===== config.mk =====
export PLATFORM = sky130hd
export DESIGN_NAME = arm_imm_encoder_flat
export DESIGN_NICKNAME = d
export VERILOG_FILES = /design/src/rtl/arm_imm_pkg.sv /design/src/rtl/arm_imm_encoder_if.sv /design/src/rtl/imm_rot_check.sv /design/src/rtl/arm_imm_encoder.sv /design/src/flat_wrapper.sv
export SDC_FILE = /design/constraint.sdc
export NUM_CORES = 1
export LEC_CHECK = 0
export ABC_AREA = 1
export BUFFER_PORTS_ARGS = -buffer_cell sky130_fd_sc_hd__buf_2
export CORE_MARGIN = 2
export CORE_UTILIZATION = 63
export CTS_CLUSTER_SIZE = 10
export DETAILED_ROUTE_END_ITERATION = 6
export PLACE_DENSITY = 0.86
export SLEW_MARGIN = 20
export SYNTH_ARGS = -nofsm -noshare
export SYNTH_HDL_FRONTEND = slang
export SYNTH_HIERARCHICAL = 1
export SYNTH_SLANG_ARGS = --single-unit

===== constraint.sdc =====
create_clock -name clk -period 7.2 [get_ports clk]
set_input_delay 0.72 -clock clk [delete_from_list [all_inputs] [get_ports clk]]
set_output_delay 0.72 -clock clk [all_outputs]
set_load 0.1 [all_outputs]

===== src/rtl/arm_imm_pkg.sv =====
// Shared types and constants for the ARM operand-2 immediate encoder.
package arm_imm_pkg;

  localparam int VALUE_W   = 32;
  localparam int ROT_STEPS = 16;
  localparam int IMM8_W    = 8;
  localparam int ROT_W     = 4;

  typedef logic [ROT_W+IMM8_W-1:0] imm12_t;

  typedef enum logic [1:0] {
    IDLE,
    SEARCH,
    DONE
  } state_t;

endpackage


===== src/rtl/arm_imm_encoder_if.sv =====
// Request/response bundle of the immediate encoder; master = requester, slave = encoder.
interface arm_imm_encoder_if;
  import arm_imm_pkg::*;

  logic               in_valid;
  logic               in_ready;
  logic [VALUE_W-1:0] in_value;
  logic               out_valid;
  logic               out_ready;
  logic               out_found;
  imm12_t             out_imm12;
  logic               out_invert;

  modport master (
    output in_valid, in_value, out_ready,
    input  in_ready, out_valid, out_found, out_imm12, out_invert
  );

  modport slave (
    input  in_valid, in_value, out_ready,
    output in_ready, out_valid, out_found, out_imm12, out_invert
  );

endinterface


===== src/rtl/imm_rot_check.sv =====
// Tests one rotate_imm candidate k: hit when value ROL 2k fits in 8 bits.
module imm_rot_check
  import arm_imm_pkg::*;
(
  input  logic [VALUE_W-1:0] value,
  input  logic [ROT_W-1:0]   k,
  output logic               hit,
  output logic [IMM8_W-1:0]  immed_8
);

  logic [5:0]         shamt;
  logic [VALUE_W-1:0] rotl;

  // shamt=0 gives value >> 32, which is zero, so k=0 passes value through
  assign shamt   = {1'b0, k, 1'b0};
  assign rotl    = (value << shamt) | (value >> (6'd32 - shamt));
  assign hit     = (rotl[VALUE_W-1:IMM8_W] == '0);
  assign immed_8 = rotl[IMM8_W-1:0];

endmodule


===== src/rtl/arm_imm_encoder.sv =====
// Iterative search for an {rotate_imm, immed_8} encoding of a 32-bit constant.
// Optional MVN form (search of ~value) enabled by defining ARM_IMM_MVN_EN.
module arm_imm_encoder
  import arm_imm_pkg::*;
#(
  parameter int CHECKS_PER_CYCLE = 1
) (
  input  logic             clk,
  input  logic             reset_n,
  arm_imm_encoder_if.slave bus
);

  state_t             state;
  logic               in_ready_q;
  logic               out_valid_q;
  logic               found_q;
  imm12_t             imm12_q;
  logic [ROT_W-1:0]   rot;
  logic [VALUE_W-1:0] value_q;

  logic               last_chunk;
  logic [ROT_W-1:0]   cand_k   [CHECKS_PER_CYCLE];
  logic               cand_hit [CHECKS_PER_CYCLE];
  logic [IMM8_W-1:0]  cand_imm [CHECKS_PER_CYCLE];
  logic               pick_hit;
  imm12_t             pick_imm;

  assign last_chunk = (({1'b0, rot} + (ROT_W+1)'(CHECKS_PER_CYCLE)) == (ROT_W+1)'(ROT_STEPS));

  for (genvar i = 0; i < CHECKS_PER_CYCLE; i++) begin : g_plain
    assign cand_k[i] = rot + ROT_W'(i);
    imm_rot_check u_check (
      .value   (value_q),
      .k       (cand_k[i]),
      .hit     (cand_hit[i]),
      .immed_8 (cand_imm[i])
    );
  end

  // Descending scan so the lowest hitting k is the last one written
  always_comb begin
    pick_hit = 1'b0;
    pick_imm = '0;
    for (int i = CHECKS_PER_CYCLE - 1; i >= 0; i--) begin
      if (cand_hit[i]) begin
        pick_hit = 1'b1;
        pick_imm = {cand_k[i], cand_imm[i]};
      end
    end
  end

`ifdef ARM_IMM_MVN_EN
  logic [VALUE_W-1:0] value_inv;
  logic               inv_hit [CHECKS_PER_CYCLE];
  logic [IMM8_W-1:0]  inv_b   [CHECKS_PER_CYCLE];
  logic               pick_inv_hit;
  imm12_t             pick_inv_imm;
  logic               inv_seen;
  imm12_t             inv_imm;
  logic               invert_q;

  assign value_inv = ~value_q;

  for (genvar i = 0; i < CHECKS_PER_CYCLE; i++) begin : g_inv
    imm_rot_check u_check (
      .value   (value_inv),
      .k       (cand_k[i]),
      .hit     (inv_hit[i]),
      .immed_8 (inv_b[i])
    );
  end

  always_comb begin
    pick_inv_hit = 1'b0;
    pick_inv_imm = '0;
    for (int i = CHECKS_PER_CYCLE - 1; i >= 0; i--) begin
      if (inv_hit[i]) begin
        pick_inv_hit = 1'b1;
        pick_inv_imm = {cand_k[i], inv_b[i]};
      end
    end
  end

  // The first inverted hit is parked until the plain form has been ruled out at every k
  always_ff @(posedge clk) begin
    if (state == SEARCH && !inv_seen && pick_inv_hit) begin
      inv_imm <= pick_inv_imm;
    end
  end

  assign bus.out_invert = invert_q;
`else
  assign bus.out_invert = 1'b0;
`endif

  always_ff @(posedge clk) begin
    if (state == IDLE && bus.in_valid) begin
      value_q <= bus.in_value;
    end
  end

  always_ff @(posedge clk or negedge reset_n) begin
    if (!reset_n) begin
      state       <= IDLE;
      in_ready_q  <= 1'b1;
      out_valid_q <= 1'b0;
      found_q     <= 1'b0;
      imm12_q     <= '0;
      rot         <= '0;
`ifdef ARM_IMM_MVN_EN
      invert_q    <= 1'b0;
      inv_seen    <= 1'b0;
`endif
    end else begin
      case (state)
        IDLE: begin
          if (bus.in_valid) begin
            state      <= SEARCH;
            in_ready_q <= 1'b0;
            rot        <= '0;
`ifdef ARM_IMM_MVN_EN
            inv_seen   <= 1'b0;
`endif
          end
        end
        SEARCH: begin
          if (pick_hit) begin
            state       <= DONE;
            out_valid_q <= 1'b1;
            found_q     <= 1'b1;
            imm12_q     <= pick_imm;
`ifdef ARM_IMM_MVN_EN
            invert_q    <= 1'b0;
`endif
          end else if (last_chunk) begin
            state       <= DONE;
            out_valid_q <= 1'b1;
`ifdef ARM_IMM_MVN_EN
            found_q     <= inv_seen | pick_inv_hit;
            invert_q    <= inv_seen | pick_inv_hit;
            imm12_q     <= inv_seen ? inv_imm : (pick_inv_hit ? pick_inv_imm : '0);
`else
            found_q     <= 1'b0;
            imm12_q     <= '0;
`endif
          end else begin
            rot <= rot + ROT_W'(CHECKS_PER_CYCLE);
`ifdef ARM_IMM_MVN_EN
            if (pick_inv_hit) begin
              inv_seen <= 1'b1;
            end
`endif
          end
        end
        DONE: begin
          if (bus.out_ready) begin
            state       <= IDLE;
            out_valid_q <= 1'b0;
            in_ready_q  <= 1'b1;
          end
        end
        default: begin
          state       <= IDLE;
          in_ready_q  <= 1'b1;
          out_valid_q <= 1'b0;
        end
      endcase
    end
  end

  assign bus.in_ready  = in_ready_q;
  assign bus.out_valid = out_valid_q;
  assign bus.out_found = found_q;
  assign bus.out_imm12 = imm12_q;

endmodule


===== src/flat_wrapper.sv =====
// flat-port wrapper written by rule: the top's interface ports become plain ports
module arm_imm_encoder_flat import arm_imm_pkg::*;
#(
  parameter int CHECKS_PER_CYCLE = 1
)
  (clk, reset_n, bus_in_valid, bus_in_value, bus_out_ready, bus_in_ready, bus_out_valid, bus_out_found, bus_out_imm12, bus_out_invert);
  arm_imm_encoder_if bus_i ();
  input  logic clk;
  input  logic reset_n;
  input wire logic [$bits(bus_i.in_valid)-1:0] bus_in_valid;
  input wire logic [$bits(bus_i.in_value)-1:0] bus_in_value;
  input wire logic [$bits(bus_i.out_ready)-1:0] bus_out_ready;
  output wire logic [$bits(bus_i.in_ready)-1:0] bus_in_ready;
  output wire logic [$bits(bus_i.out_valid)-1:0] bus_out_valid;
  output wire logic [$bits(bus_i.out_found)-1:0] bus_out_found;
  output wire logic [$bits(bus_i.out_imm12)-1:0] bus_out_imm12;
  output wire logic [$bits(bus_i.out_invert)-1:0] bus_out_invert;
  assign bus_i.in_valid = bus_in_valid;
  assign bus_i.in_value = bus_in_value;
  assign bus_i.out_ready = bus_out_ready;
  assign bus_in_ready = bus_i.in_ready;
  assign bus_out_valid = bus_i.out_valid;
  assign bus_out_found = bus_i.out_found;
  assign bus_out_imm12 = bus_i.out_imm12;
  assign bus_out_invert = bus_i.out_invert;
  arm_imm_encoder #(.CHECKS_PER_CYCLE(CHECKS_PER_CYCLE)) u_core (.clk(clk), .reset_n(reset_n), .bus(bus_i));
endmodule

==> impl_metrics.env <==
export IMPL_status="finished clean"
export IMPL_ir_drop_v=0.000309
export IMPL_numCtsBuffers=5
export IMPL_hold_path_class="primary input to asynchronous set/reset pin"
export IMPL_cpMostUsedCell="nand2_1"
export IMPL_crit_path_end_kind="flop"
export IMPL_synth_area_mm2=0.00399
export IMPL_seq_area_frac_synth=0.373
export IMPL_clockBufferDepth=2
export IMPL_slowest_delay_ns=0.91
export IMPL_num_rows=28
export IMPL_nets=646
export IMPL_grt_pass1_vias=3776
export IMPL_setup_viol=0
export IMPL_start_util=0.662
export IMPL_top_layer_used="met4"
export IMPL_wl_met2_um=4670
export IMPL_cts_root_buf="clkbuf_8"
export IMPL_diodes=0
export IMPL_port_buffers=50
export IMPL_tightest_slew_ns=0.891
export IMPL_grt_start_max_net_pins=40
export IMPL_cp_buffers_inverters=4
export IMPL_worstSetupStartpointType="flop"
export IMPL_fmax_mhz=235
export IMPL_htree_levels=2
export IMPL_critical_path_top_delay_family="simple AND/OR/NAND/NOR gates"
export IMPL_wl_met1_um=4140
export IMPL_insertion_delay_ns=0.31
export IMPL_critical_path_max_fanout=39
export IMPL_clock_sinks=53
export IMPL_fin_crit_ns=4.25
export IMPL_ys_types=33
export IMPL_drv_cap=0
export IMPL_synth_nets=614
export IMPL_n_fill_cell=531
export IMPL_required_ns=7.45
export IMPL_ys_warn_count=6
export IMPL_p_leak_nw=2.12
export IMPL_layout_setup_ws_ns=2.95
export IMPL_via_count=4077
export IMPL_drt_iter0_markers=473
export IMPL_slowest_stage="ha_1"
export IMPL_grt_ovfl_total=0
export IMPL_drc=0
export IMPL_ctsHoldBuffers=0
export IMPL_io_pins=52
export IMPL_finClkSkew_ns=0.00736
export IMPL_max_slew_margin=0.406
export IMPL_crit_path_cell_trace="buf_4, inv_4, ha_1, inv_2, nand3_1, nand2_1, nand2_1, nand2_1, nor2_1, nand3_1, nand2_1, nand2_1, a21oi_2, inv_1, nor2_1, nand2_1, nand2_1"
export IMPL_grt_pass1_wl_um=16700
export IMPL_dp_hpwl_um=7420
export IMPL_synth_edf_count=32
export IMPL_first_pass_iters=6
export IMPL_ys_ff_latch=53
export IMPL_post_place_ws_ns=3.07
export IMPL_die_h_um=83.6
export IMPL_dr_wl_met3_um=876
export IMPL_routedWlPerCell_um=14.5
export IMPL_drt_wl_total_um=9940
export IMPL_drive_gt1_frac=0.158
export IMPL_chipWidth_um=83.6
export IMPL_p_per_area_mw_per_mm2=447
export IMPL_postCtsResizedCells=0
export IMPL_synth_flop_cell="edfxtp_1"
export IMPL_finalCritPeriodShare=0.590
export IMPL_syn_avg_cell_area_um2=6.93
export IMPL_postRouteAntennaNets=0
export IMPL_syn_to_final_growth_pct=6.11
export IMPL_die_area_mm2=0.00699
export IMPL_synthArstFlopShare=0.396
export IMPL_clkTransAtPathRegs_ns=0.10
export IMPL_setup_tns_ns=0
export IMPL_design_core_area_mm2=0.00603
export IMPL_cp_arrival_ns=4.50
export IMPL_drv_slew=0
export IMPL_gp_congestion=1.01
export IMPL_vias_per_cell=5.96
export IMPL_cts_tree="yes"
export IMPL_critPathKind="flop to flop"
export IMPL_syn_inst=576
export IMPL_grt_antenna_before_repair=0
export IMPL_grt_usage=0.290
export IMPL_hold_violations=0
export IMPL_rsz0062_at_grt="no"
export IMPL_cts_setup_buffers=0
==> logic make-up (layout without fill, tap and decap cells) <==
group	count (synthesis)	after routing	share of synthesized area
simple gates	425	425	0.470
flops	53	53	0.373
buf+inv	49	82	0.0731
other cells	1	1	0.000940
compound gates	44	44	0.0674
xor+xnor	2	2	0.00910
fa+ha+maj	2	2	0.00627
==> metrics by stage <==
step	std cells	hold WS [ns]	cell area (um^2)	total power [mW]	util
finish	684	0.350	4230	1.89	0.703
global route	684	0.378	4230	2.08	0.703
CTS	684	0.355	4230	1.87	0.703
detailed placement	676	0.454	4150	1.70	0.689
global placement	676	0.450	4150	1.67	0.689
floorplan	576	0.424	3990	1.51	-
==> cells in the final DEF, fill, tap and decap left out, drive strengths merged, types with 2 or more instances in the layout <==
cell | synthesis | layout
nor3 | 4 | 4
clkinv | 1 | 3
inv | 20 | 21
edfxtp | 32 | 32
nand3 | 111 | 111
o2111ai | 2 | 2
o21ai | 26 | 26
nand4 | 7 | 7
ha | 2 | 2
and2 | 6 | 6
buf | 26 | 53
nor2 | 26 | 26
dfrtp | 20 | 20
o211ai | 14 | 14
clkbuf | 2 | 5
nand2 | 269 | 269
==> worst register-to-register path, delay by kind of cell, from the launching register on <==
family,cells,cell delay [ns]
adder cells (fa/ha/maj),1,0.92
AND/OR/NAND/NOR,11,1.57
AO/OA/AOI/OAI,1,0.18
buffers and inverters,4,1.20
flip-flops,1,0.33
==> metal layers <==
| metal | global-route usage | vias up |
|---|---|---|
| met4 | 0.113 | 0 |
| li1 | - | 1986 |
| met2 | 0.469 | 204 |
| met3 | 0.0593 | 26 |
| met5 | 0 | - |
| met1 | 0.384 | 1861 |
==> state kept, by name, summed over array words and instances, names as in the netlist <==
register,cells
u_core/bus.out_imm12,12
u_core/value_q,32
u_core/state,2
u_core/rot,4
u_core/bus.out_found,1
u_core/bus.in_ready,1
u_core/bus.out_valid,1
==> cell type report <==
class | count | area, um^2 | share of cell area
multi-input cells | 474 | 2210 | 0.522
clock inverters | 3 | 16.3 | 0.00384
repair buffers | 53 | 273 | 0.0644
inverters | 21 | 83.8 | 0.0198
flip-flops and latches | 53 | 1490 | 0.351
well taps | 75 | 93.8 | 0.0222
clock buffers | 5 | 68.8 | 0.0163
==> worst paths after layout <==
check / cells past startpoint / from / slack [ns] / endpoint
max in group asynchronous: 1 / reset_n / 6.49 / u_core/bus.in_ready
hold reg to reg: 2 / u_core/bus.out_imm12[1] / 0.48 / u_core/bus.out_imm12[1]
min in group clk: 2 / u_core/bus.out_imm12[1] / 0.48 / u_core/bus.out_imm12[1]
setup / recovery: 17 / u_core/rot[0] / 2.95 / u_core/bus.out_imm12[5]
setup reg to reg: 17 / u_core/rot[0] / 2.95 / u_core/bus.out_imm12[5]
hold / removal: 1 / reset_n / 0.35 / u_core/bus.out_imm12[3]
==> cells in the mapped netlist (2+ instances only) <==
master | n | area [um^2]
dfrtp_1 | 20 | 500
inv_1 | 14 | 52.6
nor3_1 | 4 | 20.0
nand3_1 | 110 | 551
buf_2 | 10 | 50.1
ha_1 | 2 | 25.0
edfxtp_1 | 32 | 961
clkbuf_1 | 2 | 7.51
o21ai_1 | 9 | 45.0
o211ai_1 | 14 | 105
inv_2 | 4 | 15.0
o21ai_0 | 17 | 85.1
and2_1 | 6 | 37.5
o2111ai_1 | 2 | 17.5
nand2_4 | 4 | 45.0
buf_4 | 8 | 60.1
inv_4 | 2 | 12.5
nor2_1 | 25 | 93.8
nand2_1 | 245 | 920
buf_6 | 8 | 90.1
nand4_1 | 7 | 43.8
nand2_2 | 20 | 125
==> power breakdown <==
part           leakage, nW  internal (mW)  switching [mW]
Clock               0.0482         0.0676          0.0980
Sequential           0.580          0.389          0.0425
Combinational         1.49          0.383           0.912
Total                 2.12          0.840            1.05
No activity file was read; power rests on OpenSTA's default activity.
